==> src/rtl/vending_pkg.sv <==
// Shared types and constants for the multi-product vending controller.
package vending_pkg;

    typedef enum logic [1:0] {
        IDLE     = 2'd0,
        DISPENSE = 2'd1,
        DELIVER  = 2'd2,
        CHANGE   = 2'd3
    } vm_state_t;

    localparam int unsigned MAX_PRODUCTS  = 8;
    localparam int unsigned MAX_PRICE_W   = 16;
    localparam int unsigned PRICE_TABLE_W = MAX_PRODUCTS * MAX_PRICE_W;

    // Default table for four products: entry 0 in the low byte.
    localparam logic [31:0] DEFAULT_PRICES = {8'd9, 8'd7, 8'd5, 8'd3};

    // Extract entry idx of a packed price table whose entries are price_w bits wide.
    function automatic logic [MAX_PRICE_W-1:0] price_of(
        input logic [PRICE_TABLE_W-1:0] table_bits,
        input int unsigned              idx,
        input int unsigned              price_w
    );
        logic [PRICE_TABLE_W-1:0] shifted;
        logic [MAX_PRICE_W:0]     mask;
        shifted = table_bits >> (idx * price_w);
        mask    = (17'd1 << price_w) - 17'd1;
        return shifted[MAX_PRICE_W-1:0] & mask[MAX_PRICE_W-1:0];
    endfunction

endpackage

==> src/rtl/vending_machine_mc_timer.sv <==
// Loadable down-counter with a combinational done flag; times DISPENSE and DELIVER.
module vm_cycle_timer #(
    parameter int unsigned CNT_W = 4
) (
    input  logic             clk,
    input  logic             rst,
    input  logic             load,
    input  logic [CNT_W-1:0] load_val,
    input  logic             en,
    output logic             done_c
);

    logic [CNT_W-1:0] count_q;

    // Load has priority; otherwise count down to zero and hold.
    always_ff @(posedge clk or negedge rst) begin
        if (!rst) begin
            count_q <= '0;
        end else if (load) begin
            count_q <= load_val;
        end else if (en && (count_q != '0)) begin
            count_q <= count_q - CNT_W'(1);
        end
    end

    assign done_c = (count_q == '0);

endmodule

==> src/rtl/vending_machine_mc.sv <==
// Multi-product vending controller: saturating credit, per-product price and
// stock, timed dispense/deliver, chunked change payout.
// Optional feature: define VM_REFUND_EN to add refund_in (credit payout from IDLE).
module vending_machine_mc
    import vending_pkg::*;
#(
    parameter int unsigned NUM_PRODUCTS   = 4,
    parameter int unsigned CREDIT_W       = 16,
    parameter int unsigned COIN_W         = 4,
    parameter int unsigned PRICE_W        = 8,
    parameter logic [NUM_PRODUCTS*PRICE_W-1:0] PRICES =
        (NUM_PRODUCTS*PRICE_W)'(DEFAULT_PRICES),
    parameter int unsigned MAX_CREDIT     = 200,
    parameter int unsigned DISP_CYCLES    = 10,
    parameter int unsigned DELIVER_CYCLES = 10,
    parameter int unsigned CHANGE_MAX     = 7
) (
    input  logic                                    clk,
    input  logic                                    rst,
    input  logic                                    coin_valid,
    input  logic [COIN_W-1:0]                       coin_in,
    input  logic [NUM_PRODUCTS-1:0]                 button_in,
    input  logic [NUM_PRODUCTS-1:0]                 stock_empty,
`ifdef VM_REFUND_EN
    input  logic                                    refund_in,
`endif
    output logic [CREDIT_W-1:0]                     credit_out,
    output logic                                    disp_out,
    output logic [$clog2(NUM_PRODUCTS+1)-1:0]       beverage_out,
    output logic [$clog2(CHANGE_MAX+1)-1:0]         change_out,
    output logic                                    change_valid,
    output logic                                    coin_reject,
    output logic                                    deny_out,
    output logic                                    busy
);

    localparam int unsigned IDX_W   = $clog2(NUM_PRODUCTS);
    localparam int unsigned BEV_W   = $clog2(NUM_PRODUCTS + 1);
    localparam int unsigned CHG_W   = $clog2(CHANGE_MAX + 1);
    localparam int unsigned TMR_MAX = (DISP_CYCLES > DELIVER_CYCLES) ? DISP_CYCLES : DELIVER_CYCLES;
    localparam int unsigned TMR_W   = $clog2(TMR_MAX + 1);

    localparam logic [CREDIT_W:0]   MAX_SUM      = (CREDIT_W+1)'(MAX_CREDIT);
    localparam logic [CREDIT_W-1:0] CHANGE_MAX_C = CREDIT_W'(CHANGE_MAX);

    vm_state_t           state_q, state_nxt;
    logic [CREDIT_W-1:0] credit_q, credit_nxt;
    logic [IDX_W-1:0]    sel_q, sel_nxt;

    logic                disp_nxt;
    logic [BEV_W-1:0]    bev_nxt;
    logic [CHG_W-1:0]    change_nxt;
    logic                change_valid_nxt;
    logic                coin_rej_nxt;
    logic                deny_nxt;

    logic                tmr_load;
    logic [TMR_W-1:0]    tmr_load_val;
    logic                tmr_en;
    logic                tmr_done_c;

    logic [CREDIT_W:0]   coin_sum;
    logic [IDX_W-1:0]    btn_idx;
    logic                sel_ok;
    logic                refund_req;
    logic [CREDIT_W-1:0] chunk_cur;
    logic [CREDIT_W-1:0] chunk_nxt;
    logic [CREDIT_W-1:0] price_tab [NUM_PRODUCTS];

    // Unpack the price table into zero-extended per-product prices.
    for (genvar g = 0; g < NUM_PRODUCTS; g++) begin : g_price
        assign price_tab[g] = CREDIT_W'(price_of(PRICE_TABLE_W'(PRICES), g, PRICE_W));
    end

`ifdef VM_REFUND_EN
    assign refund_req = refund_in;
`else
    assign refund_req = 1'b0;
`endif

    // Shared cycle timer: loaded on entry to DISPENSE and DELIVER.
    vm_cycle_timer #(
        .CNT_W (TMR_W)
    ) u_timer (
        .clk      (clk),
        .rst      (rst),
        .load     (tmr_load),
        .load_val (tmr_load_val),
        .en       (tmr_en),
        .done_c   (tmr_done_c)
    );

    assign tmr_en = (state_q == DISPENSE) || (state_q == DELIVER);

    // Button decode: index of the highest pressed button, validity of the selection.
    always_comb begin
        btn_idx = '0;
        for (int i = 0; i < NUM_PRODUCTS; i++) begin
            if (button_in[i]) begin
                btn_idx = IDX_W'(i);
            end
        end
        sel_ok = $onehot(button_in)
              && !stock_empty[btn_idx]
              && (credit_q >= price_tab[btn_idx]);
    end

    assign coin_sum  = {1'b0, credit_q} + (CREDIT_W+1)'(coin_in);
    assign chunk_cur = (credit_q > CHANGE_MAX_C) ? CHANGE_MAX_C : credit_q;

    // Next state, next credit/selection and next registered output values.
    always_comb begin
        state_nxt        = state_q;
        credit_nxt       = credit_q;
        sel_nxt          = sel_q;
        tmr_load         = 1'b0;
        tmr_load_val     = '0;
        coin_rej_nxt     = 1'b0;
        deny_nxt         = 1'b0;

        case (state_q)
            IDLE: begin
                if (coin_valid) begin
                    if (coin_sum <= MAX_SUM) begin
                        credit_nxt = coin_sum[CREDIT_W-1:0];
                    end else begin
                        coin_rej_nxt = 1'b1;
                    end
                end
                if (refund_req && (credit_q != '0)) begin
                    state_nxt = CHANGE;
                end else if (button_in != '0) begin
                    if (sel_ok) begin
                        state_nxt    = DISPENSE;
                        sel_nxt      = btn_idx;
                        tmr_load     = 1'b1;
                        tmr_load_val = TMR_W'(DISP_CYCLES - 1);
                    end else begin
                        deny_nxt = 1'b1;
                    end
                end
            end
            DISPENSE: begin
                if (tmr_done_c) begin
                    credit_nxt   = (credit_q >= price_tab[sel_q]) ? (credit_q - price_tab[sel_q]) : '0;
                    state_nxt    = DELIVER;
                    tmr_load     = 1'b1;
                    tmr_load_val = TMR_W'(DELIVER_CYCLES - 1);
                end
            end
            DELIVER: begin
                if (tmr_done_c) begin
                    state_nxt = (credit_q != '0) ? CHANGE : IDLE;
                end
            end
            CHANGE: begin
                credit_nxt = credit_q - chunk_cur;
                if (credit_nxt == '0) begin
                    state_nxt = IDLE;
                end
            end
            default: begin
                state_nxt = IDLE;
            end
        endcase

        if (coin_valid && (state_q != IDLE)) begin
            coin_rej_nxt = 1'b1;
        end

        chunk_nxt        = (credit_nxt > CHANGE_MAX_C) ? CHANGE_MAX_C : credit_nxt;
        disp_nxt         = (state_nxt == DISPENSE);
        bev_nxt          = (state_nxt == DELIVER) ? (BEV_W'(sel_nxt) + BEV_W'(1)) : '0;
        change_valid_nxt = (state_nxt == CHANGE);
        change_nxt       = (state_nxt == CHANGE) ? CHG_W'(chunk_nxt) : '0;
    end

    // State, datapath and output registers.
    always_ff @(posedge clk or negedge rst) begin
        if (!rst) begin
            state_q      <= IDLE;
            credit_q     <= '0;
            sel_q        <= '0;
            disp_out     <= 1'b0;
            beverage_out <= '0;
            change_out   <= '0;
            change_valid <= 1'b0;
            coin_reject  <= 1'b0;
            deny_out     <= 1'b0;
            busy         <= 1'b0;
        end else begin
            state_q      <= state_nxt;
            credit_q     <= credit_nxt;
            sel_q        <= sel_nxt;
            disp_out     <= disp_nxt;
            beverage_out <= bev_nxt;
            change_out   <= change_nxt;
            change_valid <= change_valid_nxt;
            coin_reject  <= coin_rej_nxt;
            deny_out     <= deny_nxt;
            busy         <= (state_nxt != IDLE);
        end
    end

    assign credit_out = credit_q;

endmodule

==> config.mk <==
export PLATFORM = sky130hd
export DESIGN_NAME = vending_machine_mc
export DESIGN_NICKNAME = d
export VERILOG_FILES = /design/src/rtl/vending_pkg.sv /design/src/rtl/vending_machine_mc_timer.sv /design/src/rtl/vending_machine_mc.sv
export SDC_FILE = /design/constraint.sdc
export NUM_CORES = 1
export LEC_CHECK = 0
export ABC_CLOCK_PERIOD_IN_PS = 5900
export BUFFER_PORTS_ARGS = -buffer_cell sky130_fd_sc_hd__buf_2
export CORE_MARGIN = 2
export CORE_UTILIZATION = 60
export DETAILED_ROUTE_END_ITERATION = 16
export GPL_ROUTABILITY_DRIVEN = 0
export PLACE_DENSITY = 0.8
export SETUP_SLACK_MARGIN = 0.4
export SYNTH_ARGS = -nofsm -noshare
export SYNTH_HDL_FRONTEND = slang
export SYNTH_SLANG_ARGS = --single-unit
==> constraint.sdc <==
create_clock -name clk -period 5.9 [get_ports clk]
set_input_delay 0.295 -clock clk [delete_from_list [all_inputs] [get_ports clk]]
set_output_delay 0.295 -clock clk [all_outputs]
set_load 0.03 [all_outputs]
Yosys cells after proc, flatten, opt, wreduce, memory -nomap -nowiden --
Index checks and enable logic that the tools add are counted. Widths: inputs -> output; s select.
Word-level totals: flip-flop bits (word level) 35, bits in latches 0, memory bits (writable) 0, ROM bits 0, bits of input ports 15, output and inout bits 27, word-level logic and storage cells 98, memories 0
Operators by class: add/subtract/negate cells 8, multiply operators 0, div/mod/pow operators 0, magnitude comparators 8, equality and inequality tests 7, shift operators 0, mux-type cells 47, bitwise logic cells 2, reduce and logical (&&, ||, !) cells 15
Operators by type and width (count):
- $mux 16 | 9
- $bmux 16 s2 | 2
- $pmux 16 s3 | 1
- $ge 16x16->1 | 2
- $gt 16x3->1 const B | 2
- $sub 16x16->16 | 2
- $mux 2 | 11
- $mux 4 | 5
- $add 16x4->17 | 1
- $le 17x8->1 const B | 1
- $logic_not 16->1 | 1
- $reduce_bool 16->1 | 1
- $mux 1 | 12
- $mux 3 | 3
- $eq 2x2->1 const B | 4
- $pmux 2 s4 | 1
- $pmux 4 s2 | 1
- $reduce_bool 4->1 | 2
- $ge 3x3->1 const B | 2
- $not 2->3 | 2
- $reduce_bool 2->1 | 3
- $add 1x1->2 | 2
- $eq 2x1->1 const B | 2
- $logic_and 1x1->1 | 4
- 11 further kinds | 11

Logic depth before layout (Yosys ltp) --
Gate-level depths: netlist (run 1).
depth in word-level cells 14, gate-level depth with buffers 17, gate-level depth less buffers 15

By module --
A second synthesis (run 1) with hierarchy kept.
Second synthesis, totals: cells, all modules 446, area, all modules 3555.9 µm²
Modules (own cells, without submodules):
- vending_machine_mc | instances 1, cells each 419, area each 3285.7 µm², seq. area each 775.7 µm²
- vm_cycle_timer | instances 1, cells each 27, area each 270.3 µm², seq. area each 100.1 µm²

Worst setup path after synthesis (run 1) --
No wires, ideal clock.
path type reg-to-reg, start point register credit_q[7], in the netlist credit_out[7], end point register change_out[0], setup time 0.150 ns, data arrival time 4.102 ns, data required time 5.750 ns, slack 1.648 ns, cell stages (with the launch flop) 17, buffers on the path 2, period minus slack after synthesis 4.252 ns, path through dfrtp_1 buf_6 or4_4 buf_6 nor4_2 nor2_1 inv_1 ha_1 inv_1 o41a_4 nor4b_4 mux2_4 nand2_2 nand4b_1 or4_4 nor4_4 a41oi_1
Between the ends: longest elaborated chain between the ends 8, elaborated cells between the ends (all ways) 26, classes of those cells 3 x add/sub; 5 x order compare; 1 x eq/ne; 14 x mux; 3 x reduce/logical
Ends and longest elaborated chain:
- from (decl) | RTL line vending_machine_mc.sv:47 | logic [CREDIT_W-1:0] credit_q, credit_nxt;
- from (signal assigned) | RTL line vending_machine_mc.sv:193 | credit_q <= credit_nxt;
- $add 16x4->17 or $gt 16x3->1 (tied branches) | RTL line vending_machine_mc.sv:108, vending_machine_mc.sv:109
- $le 17x8->1 or $mux 16 (tied branches) | RTL line vending_machine_mc.sv:124, vending_machine_mc.sv:109
- $mux 16 or $sub 16x16->16 (tied branches) | RTL line vending_machine_mc.sv:124, vending_machine_mc.sv:157
- $mux 16 or $logic_not 16->1 (tied branches) | RTL line vending_machine_mc.sv:123, vending_machine_mc.sv:158
- $pmux 16 s3 or $mux 2 (tied branches) | RTL line vending_machine_mc.sv:121, vending_machine_mc.sv:158
- $gt 16x3->1 or $pmux 2 s4 (tied branches) | RTL line vending_machine_mc.sv:171, vending_machine_mc.sv:121
- $mux 3 or $eq 2x2->1 (tied branches) | RTL line vending_machine_mc.sv:171, vending_machine_mc.sv:175
- $mux 3 (*) | RTL line vending_machine_mc.sv:175 | change_nxt = (state_nxt == CHANGE) ? CHG_W'(chunk_nxt) : '0;
- via change_nxt[0] | RTL line vending_machine_mc.sv:52 | logic [CHG_W-1:0] change_nxt;
- to (signal assigned) | RTL line vending_machine_mc.sv:197 | change_out <= change_nxt;
- to (decl) | RTL line vending_machine_mc.sv:30 | output logic [$clog2(CHANGE_MAX+1)-1:0] change_out,
The timed path passes the listed nets; every way through them passes the cells marked *. A chain may end at the register's enable or synchronous reset.

Worst setup path after layout (run 1) --
Same ends and word-level chain as after synthesis.

==> impl_metrics.tcl, run 1 <==
set metrics [dict create \
    p_leak_nw 1.817 \
    slew_viol_final 0 \
    antenna_found_initial 0 \
    grt_first_pass_wirelength_um 16750 \
    rows 28 \
    path_class "reg -> reg" \
    synth_cell_types 76 \
    postCtsHoldBufs 0 \
    area_growth_pct 7.971 \
    synth_most_common_cell "nand2_1" \
    fp.dieW_um 81.74 \
    synth.net_count 505 \
    overflow 0 \
    cts_inserted_buffers 5 \
    synthArstFlopShare_pct 100.0 \
    synth.area.mux_share_pct 2.174 \
    clkTransAtPathRegs_ns 0.09 \
    fin_util_pct 66.52 \
    yosys.area.top_type_share_pct 24.15 \
    cts_tree "yes" \
    setup-violations-final 0 \
    fin_nets 530 \
    synth_top_family_by_area "simple AND/OR/NAND/NOR gates" \
    initial_core_util_pct 61.61 \
    die_h_um 81.74 \
    ys_seq_area_share_pct 24.15 \
    final_cell_area_um2 3915 \
    dp.final_hpwl_um 7294 \
    antenna_cells 0 \
    ys.flop_type "dfrtp_1" \
    rsz0062_at_grt "no" \
    total_power_w 0.002086 \
    crit_chain "or4_4, nor4_2, nor2_1, inv_1, ha_1, inv_1, o41a_4, nor4b_4, mux2_4, nand2_2, nand4b_1, or4_4, nor4_4, a41oi_1" \
    maxClockFrequency_mhz 210.5 \
    clk_latency_ns 0.30 \
    synth_common_cells "nand2_1, nor2_1, dfrtp_1, inv_1, a21oi_1" \
    holdWs_ns 0.08030 \
    maxCapViolations 0 \
    crit_family "simple AND/OR/NAND/NOR gates" \
    start_kind "register" \
    vias 3815 \
    grt_use_total_pct 32.02 \
    grt_pass1_vias 3492 \
    syn_inst 464 \
    clockBufferDepth 2 \
    synth-adder-area-share_pct 9.593 \
    cp_max_fo 20 \
    synth_compound_area_share_pct 26.22 \
    ctsResizeCount 0 \
    synth_seq_cells 35 \
    synth_simple_gate_area_share_pct 27.67 \
    crit_slowest_cell "or4_4" \
    synth_edf_count 0 \
    synth.area.top_cells "dfrtp_1, ha_1, nand2_1, nor2_1, inv_1" \
    place_area_um2 3822 \
    synth_area_um2 3626 \
    tightest_slew_ns 0.9000 \
    cts_sinks 35 \
    routed_wl_um 10010 \
    worstPathArrival_ns 4.89 \
    end_kind "register" \
    drtPass1Iterations 5 \
    cts_setup_buffers 0 \
    ir_worst_vdd_mv 0.3128 \
    setup_tns_ns 0 \
    synth-xor-area-share_pct 2.899 \
    fin_skew_ns 0.007108 \
    fillerInstances 515 \
    die-area_um2 6681 \
    htree_levels 2 \
    drive_gt1_share_pct 15.51 \
    viasPerCell 6.752 \
    grt_max_degree 36 \
    layout_min_cycle_time_ns 4.750 \
    critical_path_buf_inv_count 2 \
    finalCritPeriodShare_pct 80.50 \
    required_ns 6.04 \
    drtAntennaViolNets 0 \
    drc_errors 0 \
    avgSynthCellArea_um2 7.815 \
    core-area_um2 5886 \
    post_drt_wl_per_cell_um 17.72 \
    synth_area_leader_cell "dfrtp_1" \
    holdCritPathClass "in -> async" \
    cts-root-buf "clkbuf_8" \
    io_pins 42 \
    yosys_warnings 0 \
    io_buffers 41 \
    max_stage_delay_ns 0.67 \
    slew_headroom_pct 39.60 \
    hold_viol_final 0 \
    run_status "complete, no violations" \
    power_density_nw_per_um2 532.7 \
    dr.first_iter.drc_count 582 \
]
## registers in the layout, indices dropped and copies added, names as in the netlist
signal / cells
credit_out: 16
u_timer.count_q: 4
beverage_out: 3
change_out: 3
sel_q: 2
state_q: 2
busy: 1
change_valid: 1
coin_reject: 1
deny_out: 1
disp_out: 1
## power breakdown
part / total [W] / switching (W) / internal [W]
Clock: 0.000190 / 0.000105 / 0.0000846
Sequential: 0.000482 / 0.000169 / 0.000313
Combinational: 0.00141 / 0.000879 / 0.000535
Total: 0.00209 / 0.00115 / 0.000933
## layout make-up
class	count	area, um2	share of cell area [%]
clock buffers	5	68.82	1.758
clock inverters	3	23.77	0.6072
inverters	37	138.9	3.547
multi-input cells	366	2486	63.50
flip-flops and latches	35	875.8	22.37
well taps	75	93.84	2.397
repair buffers	44	227.7	5.817
## metal layers
| layer | wire length (um) | share of wire [%] | global-route usage, % | vias to the layer above |
|---|---|---|---|---|
| met2 | 4650 | 46 | 51.79 | 234 |
| met3 | 937 | 9.4 | 6.264 | 42 |
| met5 | 0 | 0 | 0 | - |
| met4 | 425 | 4.2 | 14.67 | 0 |
| li1 | - | - | - | 1771 |
| met1 | 3999 | 40 | 41.23 | 1768 |
## placed cells by master (no fill, tap or decap), drive strengths merged, types with 5 or more instances in the layout
cell type   n
a21o        8
nor2       43
xor2        7
o22ai       9
clkbuf      5
nor3       16
a31oi       9
a211oi      5
a21oi      25
or2         5
and4        5
inv        37
dfrtp      35
xnor2       5
nor4       13
buf        44
and3        7
o211ai      6
nand2      45
o21ai      27
ha         23
nand3      19
## final timing paths
check,from,slack (ns),depth (start not counted),end
worst max-delay path,credit_out[7],1.15,14,change_out[0]
worst min-delay path,rst,0.08,1,credit_out[7]
worst max register to register,credit_out[7],1.15,14,change_out[0]
worst min register to register,u_timer.count_q[1],0.55,2,u_timer.count_q[1]
max in group asynchronous,rst,5.29,1,credit_out[14]
min in group clk,coin_valid,0.21,3,coin_reject
## metrics by stage
stage / cells / setup WS, ns
final: 565 / 1.150
after global routing: 565 / 0.9270
after CTS: 565 / 1.243
after detailed placement: 557 / 1.314
after global placement: 557 / 1.501
after floorplan: 464 / 1.648
## cell families after synthesis
group	Yosys count
simple gates	184
compound gates	137
buf+inv	63
flops	35
fa+ha+maj	26
xor+xnor	12
mux	7
(Power assumes the default switching activity.)
==> run 2, diff against run 1 <==
Settings changed: ABC_CLOCK_PERIOD_IN_PS 5900 to 4700.
Clock period 5.9 ns to 4.7 ns, I/O delays scaled along.
==> impl_metrics.tcl, run 2 (synthesis results as in run 1) <==
set metrics [dict create \
    clockBufferDepth 2 \
    slew_headroom_pct 45.42 \
    p_leak_nw 1.902 \
    finalCritPeriodShare_pct 87.46 \
    multi_input_area_um2 2527 \
    rsz0062_at_grt "no" \
    crit_path_end "change_out[1]" \
    reg2reg_slack_ns 0.59 \
    layout_min_cycle_time_ns 4.111 \
    ir_worst_vdd_mv 0.4171 \
    end_kind "register" \
    clkTransAtPathRegs_ns 0.08 \
    largest_register_ffs 16 \
    fin_skew_ns 0.001851 \
    drtAntennaViolNets 0 \
    overflow 0 \
    cp_max_fo 13 \
    htree_levels 2 \
    antenna_cells 0 \
    die-area_um2 6681 \
    cts_sinks 35 \
    fillerInstances 497 \
    initial_core_util_pct 61.61 \
    grt_pass1_vias 3467 \
    r2r_cells 14 \
    fin_nets 547 \
    r2r-start "credit_out[14]" \
    holdWs_ns 0.01119 \
    path_class "reg -> reg" \
    final_common_cell "nand2_1" \
    routed_wl_um 10730 \
    drive_gt1_share_pct 20.12 \
    maxClockFrequency_mhz 243.3 \
    dp.final_hpwl_um 8029 \
    area_growth_pct 12.80 \
    power_density_nw_per_um2 672.7 \
    drc_errors 0 \
    start_kind "register" \
    setup_tns_ns 0 \
    setup-violations-final 0 \
    die_h_um 81.74 \
    worstPathArrival_ns 4.27 \
    cts_tree "yes" \
    crit_start "credit_out[14]" \
    layout_common_cells "nand2_1, nor2_1, buf_2" \
    io_buffers 41 \
    post_drt_wl_per_cell_um 18.44 \
    viasPerCell 6.660 \
    fp.dieW_um 81.74 \
    hold_viol_final 0 \
    grt_first_pass_wirelength_um 16720 \
    grt_max_degree 36 \
    seq_area_um2 882.1 \
    total_power_w 0.002752 \
    tightest_slew_ns 0.8187 \
    drtPass1Iterations 6 \
    cts_inserted_buffers 5 \
    holdCritPathClass "in -> async" \
    grt_use_total_pct 33.02 \
    dr.first_iter.drc_count 591 \
    rows 28 \
    slew_viol_final 0 \
    io_pins 42 \
    antenna_found_initial 0 \
    timing.rr.end "change_out[1]" \
    core-area_um2 5886 \
    cts-root-buf "clkbuf_8" \
    clk_latency_ns 0.30 \
    run_status "complete, no violations" \
    maxCapViolations 0 \
    vias 3876 \
    required_ns 4.85 \
]
==> run 2: changes by cell type in the layout (fill, tap and decap cells not counted) <==
cell / delta
dfrtp_2: +5
ha_2: +1
ha_1: -1
nand3_1: -1
or4_4: +2
buf_4: +17
nand3_2: +1
nor4_2: -3
nor4_4: +3
or4_1: -2
dfrtp_1: -5
==> run 2: how the worst min path moves through the flow <==
stage	to	slack, ns	depth (start not counted)
after floorplan	beverage_out[0]	-0.06	0
after global placement	coin_reject	0.37	1
after detailed placement	coin_reject	0.37	1
after CTS	credit_out[11]	0.05	1
after global routing	credit_out[10]	0.09	1
final	coin_reject	0.01	1
==> run 2: worst max-delay path: stages (launching register included) <==
cell,delay [ns]
dfrtp_2,0.51
or4_4,0.60
nor4_4,0.26
nor2_1,0.08
inv_1,0.07
ha_2,0.23
inv_1,0.12
o41a_4,0.55
nor4b_4,0.15
mux2_4,0.31
nand2_2,0.07
nand4b_1,0.11
or4_4,0.54
nor4_4,0.19
a41oi_1,0.17
==> run 2: per-stage QoR <==
| step | setup WS [ns] | std cells | util [%] | cell area, um2 |
|---|---|---|---|---|
| 2_1_floorplan | 0.4482 | 464 | - | 3626 |
| 3_3_place_gp | 0.5949 | 573 | 66.99 | 3943 |
| 3_5_place_dp | 0.3905 | 573 | 66.99 | 3943 |
| 4_1_cts | 0.4204 | 581 | 68.62 | 4039 |
| 5_1_grt | 0.3903 | 582 | 69.49 | 4090 |
| 6_report | 0.5892 | 582 | 69.49 | 4090 |
==> run 2: repair_timing <==
action	CTS	global route
setup endpoints to repair	1	4
pin swaps	0	0
resized for setup	1	11
setup buffers	0	1
hold buffers	0	0
==> run 2: metal layers <==
layer	vias up	wire (um)	GRT usage [%]
li1	1800	-	-
met1	1778	4068	41.15
met2	247	5041	54.55
met3	51	1040	5.495
met4	0	581	17.67
met5	-	0	0
==> run 2: layout make-up <==
class,count,area share [%]
clock buffers,5,1.682
clock inverters,3,0.5812
inverters,37,3.396
multi-input cells,366,61.79
flip-flops and latches,35,21.57
well taps,75,2.294
repair buffers,61,8.688
==> run 2: report_power, final <==
group / internal, W / switching, W
combinational: 0.000751 / 0.00127
clock: 0.000106 / 0.000130
sequential: 0.000398 / 0.000101
total: 0.00125 / 0.00150
==> run 3, diff against run 2 <==
Settings changed: CORE_ASPECT_RATIO from default to 0.8.
==> impl_metrics.tcl, run 3 (synthesis results as in run 1) <==
set metrics [dict create \
    htree_levels 2 \
    cts-root-buf "clkbuf_8" \
    worstPathArrival_ns 4.29 \
    dp.final_hpwl_um 8065 \
    maxClockFrequency_mhz 240.6 \
    largest_register_ffs 16 \
    area_growth_pct 15.11 \
    cts_tree "yes" \
    routed_wl_um 11350 \
    seq_area_um2 880.8 \
    die_h_um 73.53 \
    dr.first_iter.drc_count 502 \
    overflow 0 \
    slew_viol_final 0 \
    grt_max_degree 36 \
    multi_input_area_um2 2542 \
    clk_latency_ns 0.31 \
    power_frac_seq_pct 17.8 \
    holdWs_ns 0.02591 \
    fp.dieW_um 90.92 \
    crit_chain "or4_4, nor4_4, nor2_1, inv_1, ha_4, inv_1, o41a_4, nor4b_4, mux2_4, nand2_2, nand4b_1, or4_4, nor4_4, a41oi_1" \
    maxCapViolations 0 \
    grt_use_total_pct 33.26 \
    required_ns 4.83 \
    holdCritPathClass "in -> async" \
    fin_nets 556 \
    crit_slowest_cell "or4_4" \
    slew_headroom_pct 43.92 \
    p_sw_w 0.001504 \
    max_stage_delay_ns 0.60 \
    post_drt_wl_per_cell_um 19.04 \
    viasPerCell 6.609 \
    antenna_found_initial 0 \
    drc_errors 0 \
    run_status "complete, no violations" \
    postCtsHoldBufs 0 \
    clkTransAtPathRegs_ns 0.08 \
    setup_tns_ns 0 \
    critical_path_buf_inv_count 2 \
    intPower_w 0.001282 \
    combPwrFrac_pct 73.7 \
    setup-violations-final 0 \
    tightest_slew_ns 0.8412 \
    finalCritPeriodShare_pct 88.43 \
    hold_viol_final 0 \
    grt_pass1_vias 3570 \
    swShare_pct 53.98 \
    power_density_nw_per_um2 667.4 \
    drtPass1Iterations 6 \
    io_buffers 41 \
    cts_sinks 35 \
    end_kind "register" \
    start_kind "register" \
    drive_gt1_share_pct 21.55 \
    die-area_um2 6685 \
    layout_min_cycle_time_ns 4.156 \
    layout_common_cells "nand2_1, nor2_1, buf_2" \
    crit_family "simple AND/OR/NAND/NOR gates" \
    drtAntennaViolNets 0 \
    p_leak_nw 1.955 \
    vias 3939 \
    clockBufferDepth 2 \
    final_common_cell "nand2_1" \
    antenna_cells 0 \
    grt_first_pass_wirelength_um 17560 \
    path_class "reg -> reg" \
    initial_core_util_pct 61.66 \
    rows 25 \
    fillerInstances 506 \
    cts_inserted_buffers 5 \
    rsz0062_at_grt "no" \
    clkPwrFrac_pct 8.5 \
    ir_worst_vdd_mv 0.4280 \
    fin_skew_ns 0.01258 \
    io_pins 42 \
    cp_max_fo 6 \
    core-area_um2 5881 \
]
[run 3: cell type report]
class                   instances  share of cell area, %
multi-input cells             366                  60.91
flip-flops and latches         35                  21.10
repair buffers                 70                  10.13
inverters                      37                  3.327
well taps                      81                  2.428
clock buffers                   6                  1.978
clock inverters                 1                 0.1199
[run 3: final timing paths]
kind                                     from                 end  slack [ns]  cells past startpoint
setup / recovery                credit_out[9]       change_out[0]        0.54                     14
hold / removal                            rst      credit_out[10]        0.03                      1
setup reg to reg                credit_out[9]       change_out[0]        0.54                     14
hold reg to reg            u_timer.count_q[1]  u_timer.count_q[1]        0.56                      2
max in group asynchronous                 rst       credit_out[9]        4.08                      1
min in group clk                   coin_valid         coin_reject        0.16                      3
[run 3: per-stage QoR]
stage / utilization (%) / instance area (um2) / instances / total power (W) / setup slack [ns]
final: 70.98 / 4174 / 596 / 0.002786 / 0.5438
after global routing: 70.98 / 4174 / 596 / 0.002969 / 0.4334
after CTS: 68.87 / 4050 / 586 / 0.002670 / 0.4423
after detailed placement: 67.17 / 3950 / 579 / 0.002421 / 0.3692
after global placement: 67.17 / 3950 / 579 / 0.002377 / 0.5793
after floorplan: - / 3626 / 464 / 0.001911 / 0.4482
[run 3: what timing repair did]
item	CTS	global route
resized for setup	2	12
setup endpoints to repair	3	4
pin swaps	0	7
setup buffers	0	10
[run 3: power by group through the flow]
stage	clock, W	sequential [W]	combinational, W
after floorplan	0	0.000605	0.00131
after CTS	0.000236	0.000493	0.00194
after detailed placement	0	0.000497	0.00192
after global placement	0	0.000491	0.00189
after global routing	0.000246	0.000504	0.00222
final	0.000236	0.000496	0.00205
[run 3: routing by layer]
layer / up-vias / track usage (%) / wire length [um]
met4: 0 / 12.12 / 325
li1: 1810 / - / -
met2: 288 / 52.32 / 4911
met1: 1802 / 46.71 / 4693
met3: 39 / 5.641 / 1416
met5: - / 0 / 0
